**config.mk**
```make
export PLATFORM = sky130hd
export DESIGN_NAME = adc9826_cfg
export DESIGN_NICKNAME = d
export VERILOG_FILES = /design/src/rtl/adc9826_cfg.sv
export SDC_FILE = /design/constraint.sdc
export NUM_CORES = 1
export LEC_CHECK = 0
export BUFFER_PORTS_ARGS = -buffer_cell sky130_fd_sc_hd__buf_2
export CAP_MARGIN = 20
export CORE_ASPECT_RATIO = 1.2
export CORE_MARGIN = 1.5
export CORE_UTILIZATION = 44
export DETAILED_ROUTE_END_ITERATION = 16
export GPL_ROUTABILITY_DRIVEN = 0
export GPL_TIMING_DRIVEN = 1
export SYNTH_ARGS = -nofsm -noshare
export SYNTH_HDL_FRONTEND = slang
export SYNTH_SLANG_ARGS = --single-unit
```
**constraint.sdc**
```tcl
create_clock -name clk -period 3.7 [get_ports clk]
set_input_delay 0.37 -clock clk [delete_from_list [all_inputs] [get_ports clk]]
set_output_delay 0.37 -clock clk [all_outputs]
set_load 0.005 [all_outputs]
```
**src/rtl/adc9826_cfg.sv**
```systemverilog
// AD9826 serial-port configuration sequencer.
// Writes the four operating registers over SCLK/SLOAD/SDATA, reads each back,
// compares against the programmed values, then raises cfg_done_out.
module adc9826_cfg #(
  parameter int unsigned CLK_DIV        = 4,
  parameter logic [8:0]  REG_CFG_VAL    = 9'h058,
  parameter logic [8:0]  MUX_CFG_VAL    = 9'h0C0,
  parameter logic [8:0]  RED_PGA_VAL    = 9'h000,
  parameter logic [8:0]  RED_OFFSET_VAL = 9'h000
) (
  input  logic        clk,
  input  logic        rst,
  input  logic        cfg_start_in,
  output logic        sclk_o,
  output logic        sload_o,
  output logic        sdata_o,
  output logic        sdata_oe,
  input  logic        sdata_in,
  output logic        cfg_busy_out,
  output logic        cfg_done_out,
  output logic        cfg_err_out,
  output logic [35:0] rdback_o
);

  typedef enum logic [2:0] {
    StIdle,
    StLoad,
    StShift,
    StGap,
    StDone
  } state_e;

  // Last value of the phase counter; one SCLK half-period is CLK_DIV cycles.
  localparam logic [7:0] PhMax = 8'(CLK_DIV - 1);

  // Register address for each of the four slots in the sequence.
  function automatic logic [2:0] slot_addr(input logic [1:0] slot);
    logic [2:0] a;
    unique case (slot)
      2'd0:    a = 3'd0;
      2'd1:    a = 3'd1;
      2'd2:    a = 3'd2;
      default: a = 3'd5;
    endcase
    return a;
  endfunction

  // Programmed data for each slot; also the read-back reference.
  function automatic logic [8:0] slot_val(input logic [1:0] slot);
    logic [8:0] v;
    unique case (slot)
      2'd0:    v = REG_CFG_VAL;
      2'd1:    v = MUX_CFG_VAL;
      2'd2:    v = RED_PGA_VAL;
      default: v = RED_OFFSET_VAL;
    endcase
    return v;
  endfunction

  state_e      state_q, state_d;
  logic [7:0]  ph_q, ph_d;
  logic        hi_q, hi_d;
  logic [3:0]  bit_q, bit_d;
  logic [2:0]  frame_q, frame_d;
  logic [15:0] sr_q, sr_d;
  logic [8:0]  rx_q, rx_d;

  logic        sclk_q, sclk_d;
  logic        sload_q, sload_d;
  logic        sdata_q, sdata_d;
  logic        oe_q, oe_d;
  logic        busy_q, busy_d;
  logic        done_q, done_d;
  logic        err_q, err_d;
  logic [35:0] rdback_q, rdback_d;

  logic        is_read;

  // frame_q[2] set means frames 4..7, the read-back half of the sequence.
  assign is_read = frame_q[2];

  // Next-state logic for the sequencer, counters and registered pin values.
  always_comb begin
    state_d  = state_q;
    ph_d     = ph_q;
    hi_d     = hi_q;
    bit_d    = bit_q;
    frame_d  = frame_q;
    sr_d     = sr_q;
    rx_d     = rx_q;
    busy_d   = busy_q;
    done_d   = done_q;
    err_d    = err_q;
    rdback_d = rdback_q;

    unique case (state_q)
      StIdle: begin
        if (cfg_start_in) begin
          state_d  = StLoad;
          frame_d  = 3'd0;
          busy_d   = 1'b1;
          done_d   = 1'b0;
          err_d    = 1'b0;
          rdback_d = '0;
        end
      end

      StLoad: begin
        // Read frames carry zero data; the ADC drives those bits.
        sr_d    = {is_read, slot_addr(frame_q[1:0]), 3'b000,
                   is_read ? 9'h000 : slot_val(frame_q[1:0])};
        bit_d   = 4'd15;
        ph_d    = 8'd0;
        hi_d    = 1'b0;
        rx_d    = '0;
        state_d = StShift;
      end

      StShift: begin
        if (ph_q == PhMax) begin
          ph_d = 8'd0;
          if (hi_q) begin
            hi_d = 1'b0;
            if (bit_q == 4'd0) begin
              state_d = StGap;
            end else begin
              bit_d = bit_q - 4'd1;
              sr_d  = {sr_q[14:0], 1'b0};
            end
          end else begin
            hi_d = 1'b1;
            // Sample on the same edge that raises SCLK.
            if (is_read && (bit_q <= 4'd8)) begin
              rx_d = {rx_q[7:0], sdata_in};
            end
          end
        end else begin
          ph_d = ph_q + 8'd1;
        end
      end

      StGap: begin
        // First gap cycle: commit the read-back and compare.
        if (is_read && (ph_q == 8'd0) && !hi_q) begin
          unique case (frame_q[1:0])
            2'd0:    rdback_d[8:0]   = rx_q;
            2'd1:    rdback_d[17:9]  = rx_q;
            2'd2:    rdback_d[26:18] = rx_q;
            default: rdback_d[35:27] = rx_q;
          endcase
          if (rx_q != slot_val(frame_q[1:0])) begin
            err_d = 1'b1;
          end
        end
        // Gap is two half-periods long; hi_q marks the second one.
        if (ph_q == PhMax) begin
          ph_d = 8'd0;
          if (hi_q) begin
            hi_d = 1'b0;
            if (frame_q == 3'd7) begin
              state_d = StDone;
            end else begin
              frame_d = frame_q + 3'd1;
              state_d = StLoad;
            end
          end else begin
            hi_d = 1'b1;
          end
        end else begin
          ph_d = ph_q + 8'd1;
        end
      end

      StDone: begin
        done_d  = 1'b1;
        busy_d  = 1'b0;
        state_d = StIdle;
      end

      default: begin
        state_d = StIdle;
      end
    endcase

    // Pin values follow the next state so they stay registered yet in step.
    sload_d = (state_d != StShift);
    sclk_d  = (state_d == StShift) && hi_d;
    sdata_d = (state_d == StShift) ? sr_d[15] : 1'b0;
    oe_d    = (state_d == StShift) && (!frame_d[2] || (bit_d >= 4'd9));
  end

  // State and output registers; reset abandons any partial frame.
  always_ff @(posedge clk or posedge rst) begin
    if (rst) begin
      state_q  <= StIdle;
      ph_q     <= 8'd0;
      hi_q     <= 1'b0;
      bit_q    <= 4'd15;
      frame_q  <= 3'd0;
      sr_q     <= '0;
      rx_q     <= '0;
      sclk_q   <= 1'b0;
      sload_q  <= 1'b1;
      sdata_q  <= 1'b0;
      oe_q     <= 1'b0;
      busy_q   <= 1'b0;
      done_q   <= 1'b0;
      err_q    <= 1'b0;
      rdback_q <= '0;
    end else begin
      state_q  <= state_d;
      ph_q     <= ph_d;
      hi_q     <= hi_d;
      bit_q    <= bit_d;
      frame_q  <= frame_d;
      sr_q     <= sr_d;
      rx_q     <= rx_d;
      sclk_q   <= sclk_d;
      sload_q  <= sload_d;
      sdata_q  <= sdata_d;
      oe_q     <= oe_d;
      busy_q   <= busy_d;
      done_q   <= done_d;
      err_q    <= err_d;
      rdback_q <= rdback_d;
    end
  end

  assign sclk_o       = sclk_q;
  assign sload_o      = sload_q;
  assign sdata_o      = sdata_q;
  assign sdata_oe     = oe_q;
  assign cfg_busy_out = busy_q;
  assign cfg_done_out = done_q;
  assign cfg_err_out  = err_q;
  assign rdback_o     = rdback_q;

endmodule

```
==> run_summary.xml <==
<?xml version="1.0" encoding="UTF-8"?>
<metrics>
  <group name="grt">
    <metric name="grt_pass1_wl" unit="um">13100</metric>
    <metric name="via_count_of_the_first_global_routing_pass" unit="">2624</metric>
    <metric name="global_route_overflow" unit="">0</metric>
    <metric name="grt_start_max_net_pins" unit="">59</metric>
    <metric name="grt_antenna_before_repair" unit="">0</metric>
    <metric name="grt_usage" unit="%">18.4</metric>
  </group>
  <group name="clock_network">
    <metric name="clock_tree.htree_level_count" unit="">3</metric>
    <metric name="clk_transition_reported_paths" unit="ns">0.08</metric>
    <metric name="cts-root-to-sink-buffers" unit="">2</metric>
    <metric name="clock-sinks" unit="">86</metric>
    <metric name="clock_tree_from_tritoncts" unit="">built</metric>
    <metric name="tritoncts.num_buffers" unit="">9</metric>
    <metric name="clkLatencyLatePin" unit="ns">0.37</metric>
    <metric name="post_cts_resize_count" unit="">0</metric>
    <metric name="clockRootBuffer" unit="">clkbuf_8</metric>
  </group>
  <group name="cells_and_area">
    <metric name="flow.area_growth_from_synthesis" unit="%">16.2</metric>
    <metric name="finish.utilization" unit="%">52.4</metric>
    <metric name="post_route_cells_drive_above_1_share" unit="%">31.2</metric>
    <metric name="fill_cells" unit="">792</metric>
    <metric name="finalNetCount" unit="">403</metric>
    <metric name="number_of_inserted_diodes" unit="">0</metric>
  </group>
  <group name="timing">
    <metric name="number_of_hold_violations_in_the_final_report" unit="">0</metric>
    <metric name="max_freq" unit="GHz">0.400</metric>
    <metric name="layout_worst_path_cycle_share" unit="%">67.5</metric>
    <metric name="slew_viol_final" unit="">0</metric>
    <metric name="min_period" unit="ns">2.50</metric>
    <metric name="unrepaired_setup_endpoints_after_global_routing" unit="">no</metric>
    <metric name="fin_tns_setup" unit="ns">0</metric>
    <metric name="worst_slew_pin_slew" unit="ns">0.875</metric>
    <metric name="maxSlewHeadroom" unit="%">41.2</metric>
    <metric name="finalSetupViolCount" unit="">0</metric>
    <metric name="skew" unit="ns">0.0115</metric>
  </group>
  <group name="floorplanning">
    <metric name="die_area" unit="sq um">9340</metric>
    <metric name="initial_utilization" unit="%">45.1</metric>
    <metric name="core_area" unit="sq um">8560</metric>
    <metric name="dieHeight" unit="um">106</metric>
    <metric name="die_width" unit="um">88.5</metric>
    <metric name="std_cell_rows" unit="">37</metric>
    <metric name="io_pins" unit="">47</metric>
  </group>
  <group name="drt">
    <metric name="totalWireLength" unit="um">7830</metric>
    <metric name="detail_route.iter0.violations" unit="">127</metric>
    <metric name="dr.pass1.iters" unit="">4</metric>
    <metric name="post_drt_wl_per_cell" unit="um">15.2</metric>
    <metric name="detail_route.drc_violations" unit="">0</metric>
    <metric name="vias" unit="">2684</metric>
    <metric name="antenna_left" unit="">0</metric>
    <metric name="avgViaCountPerCell" unit="">5.22</metric>
  </group>
  <group name="worst_setup_path">
    <metric name="worst_setup_path_end_kind" unit="">register</metric>
    <metric name="worst_path_dominant_cell_family" unit="">simple AND/OR/NAND/NOR gates</metric>
    <metric name="critical_path.reg2reg.startpoint" unit="">state_q[0]$_DFF_PP0_</metric>
    <metric name="crit_buf_inv" unit="">0</metric>
    <metric name="critical_path.max_stage_delay" unit="ns">0.56</metric>
    <metric name="critical_path_peak_fanout" unit="">19</metric>
    <metric name="setup.worst_path.start_class" unit="">register</metric>
    <metric name="reg2regPathDepth" unit="">5</metric>
    <metric name="capture_instance_of_the_worst_register_to_register_path" unit="">sdata_o$_DFF_PP0_</metric>
    <metric name="critical_path.cell_chain" unit="">or4_1, nor4_2, nor2_1, a221o_1, o21a_1</metric>
    <metric name="crit_type" unit="">register to register</metric>
    <metric name="cp_slowest_cell" unit="">dfrtp_1</metric>
    <metric name="timing.critical_path.required" unit="ns">3.95</metric>
    <metric name="r2r_setup_slack" unit="ns">1.20</metric>
    <metric name="cp.arrival" unit="ns">2.75</metric>
  </group>
  <group name="synthesis">
    <metric name="synthCells" unit="">341</metric>
    <metric name="dominantRegCellSynth" unit="">dfrtp_1</metric>
    <metric name="synth-seq-cells" unit="">86</metric>
    <metric name="synth.net_count" unit="">352</metric>
    <metric name="synth_top_area_share" unit="%">52.5</metric>
    <metric name="yosysUniqueCellTypes" unit="">49</metric>
    <metric name="synth-edff-count" unit="">0</metric>
    <metric name="synth.cell_area" unit="sq um">3860</metric>
    <metric name="syn_avg_cell_area" unit="sq um">11.3</metric>
    <metric name="async_reset_ff_share" unit="%">100</metric>
    <metric name="sequential_cell_area_fraction_in_the_yosys_report" unit="%">55.9</metric>
    <metric name="synth_top_area_cell" unit="">dfrtp_1</metric>
    <metric name="synthesis.yosys.warnings" unit="">0</metric>
    <metric name="synthTopCellsByArea" unit="">dfrtp_1 (53%), mux2_2 (9.9%), nand2_1 (4.6%), o21ai_0 (3.6%), dfstp_2 (3.4%)</metric>
  </group>
  <group name="placement">
    <metric name="place.detailed.hpwl" unit="um">5510</metric>
    <metric name="buffer_ports.inserted" unit="">46</metric>
  </group>
  <group name="power">
    <metric name="vdd_drop_max" unit="mV">0.221</metric>
    <metric name="power_leakage" unit="nW">2.24</metric>
    <metric name="total_power_per_unit_cell_area" unit="nW/um^2">380</metric>
    <metric name="finalPower" unit="mW">1.70</metric>
  </group>
  <group name="hold_path">
    <metric name="min_to" unit="">rx_q[0]$_DFFE_PP0P_</metric>
    <metric name="hold_start" unit="">sdata_in</metric>
    <metric name="min_path_type" unit="">input pin to register</metric>
    <metric name="timing.hold.worst_path_depth" unit="">3</metric>
  </group>
  <group name="outcome">
    <metric name="run_status" unit="">completed</metric>
  </group>
  <group name="run">
    <metric name="drv_cap" unit="">0</metric>
  </group>
</metrics>
-- how the worst max path moves through the flow --
stage,startpoint,end,depth (start not counted)
global route,state_q[0]$_DFF_PP0_,sdata_o$_DFF_PP0_,5
finish,state_q[0]$_DFF_PP0_,sdata_o$_DFF_PP0_,5
detailed placement,ph_q[3]$_DFFE_PP0N_,rdback_o[8]$_DFFE_PP0P_,5
global placement,ph_q[3]$_DFFE_PP0N_,rdback_o[31]$_DFFE_PP0P_,5
floorplan,rst,cfg_busy_out$_DFFE_PP0P_,1
CTS,ph_q[3]$_DFFE_PP0N_,rdback_o[8]$_DFFE_PP0P_,5
-- worst min-delay path, cell delays in order --
cell and delay (ns):
buf_2 0.08, nand2_1 0.04, o21ai_0 0.06
-- placed cells by master (no fill, tap or decap), types with 4 or more instances in the layout --
cell type and count:
a21oi_1 9, a221o_1 5, a22o_1 4, and3_1 12
buf_2 46, buf_4 6, clkbuf_8 9, dfrtp_1 81
dfstp_2 5, ha_1 7, inv_1 9, mux2_2 34
nand2_1 47, nand2b_1 4, nand3b_1 4, nor2_1 15
nor3_1 5, o21ai_0 28
-- cells by family (layout without fill, tap and decap cells) --
logic type	after synthesis	count (layout)	synth area share [%]
flip-flops	86	86	55.9
adder cells (fa/ha/maj)	7	7	2.27
multiplexers	39	39	11.5
XOR/XNOR	3	3	0.681
buffers and inverters	24	80	2.72
AO/OA/AOI/OAI	65	65	11.1
AND/OR/NAND/NOR	117	117	15.8
-- area by class of cell --
type | count | area [sq um] | share of cell area (%)
clock buffer | 9 | 124 | 2.76
inverter | 10 | 38.8 | 0.865
clock inverter | 7 | 104 | 2.32
timing repair buffer | 54 | 313 | 6.97
tap | 117 | 146 | 3.26
multi-input combinational | 231 | 1600 | 35.7
sequential | 86 | 2160 | 48.1
-- registers in the layout, summed over array words and instances (netlist names) --
| signal | cells |
|---|---|
| cfg_done_out | 1 |
| rx_q | 9 |
| cfg_err_out | 1 |
| sdata_oe | 1 |
| state_q | 3 |
| sdata_o | 1 |
| sr_q | 15 |
| frame_q | 3 |
| ph_q | 8 |
| hi_q | 1 |
| sload_o | 1 |
| bit_q | 4 |
| cfg_busy_out | 1 |
| rdback_o | 36 |
| sclk_o | 1 |
-- cells in the mapped netlist (2+ instances only) --
library cell / number
nor2b_1: 2
nand2_1: 47
dfrtp_1: 81
or4bb_1: 2
dfstp_2: 5
or4_1: 2
nand2b_1: 4
o21ai_0: 28
and3_1: 12
o31ai_1: 3
nor3_1: 5
xnor2_1: 2
or2_2: 2
nor3b_1: 3
and3_2: 2
mux2_4: 2
clkbuf_1: 7
a21oi_1: 9
and2_1: 3
nor4_1: 3
nand4_1: 3
inv_1: 10
mux2i_1: 3
ha_1: 7
nor2_1: 15
mux2_2: 34
o21a_1: 2
nand3b_1: 4
a22o_1: 4
nand3_1: 3
o21ai_2: 3
a221o_1: 5
a31oi_1: 2
a22oi_1: 2
buf_2: 6
-- stage by stage --
step / area, sq um / setup WS, ns / instances / hold WS, ns
2_1_floorplan: 3860 / 1.12 / 341 / 0.442
3_3_place_gp: 4220 / 1.23 / 496 / 0.465
3_5_place_dp: 4220 / 1.22 / 496 / 0.468
4_1_cts: 4450 / 1.20 / 512 / 0.213
5_1_grt: 4490 / 1.05 / 514 / 0.235
6_report: 4490 / 1.20 / 514 / 0.223
-- repair_timing --
action | CTS | global route
hold endpoints to repair | 0 | 3
buffers inserted | 0 | 0
setup endpoints to repair | 0 | 0
hold buffers | 0 | 1
-- power by group --
group          internal [mW]  switching, mW
clock network          0.388          0.350
registers              0.939              0
logic                0.00644         0.0196
-- metal layers --
layer / wire length [um] / global-route usage, % / part of all wire, % / vias to the layer above
met5: 0 / 0 / 0 / -
li1: - / - / - / 1317
met4: 166 / 8.71 / 2.1 / 0
met2: 3570 / 28.0 / 46 / 57
met3: 276 / 2.98 / 3.5 / 10
met1: 3810 / 25.4 / 49 / 1300
Power figures use the tool's default switching activity.
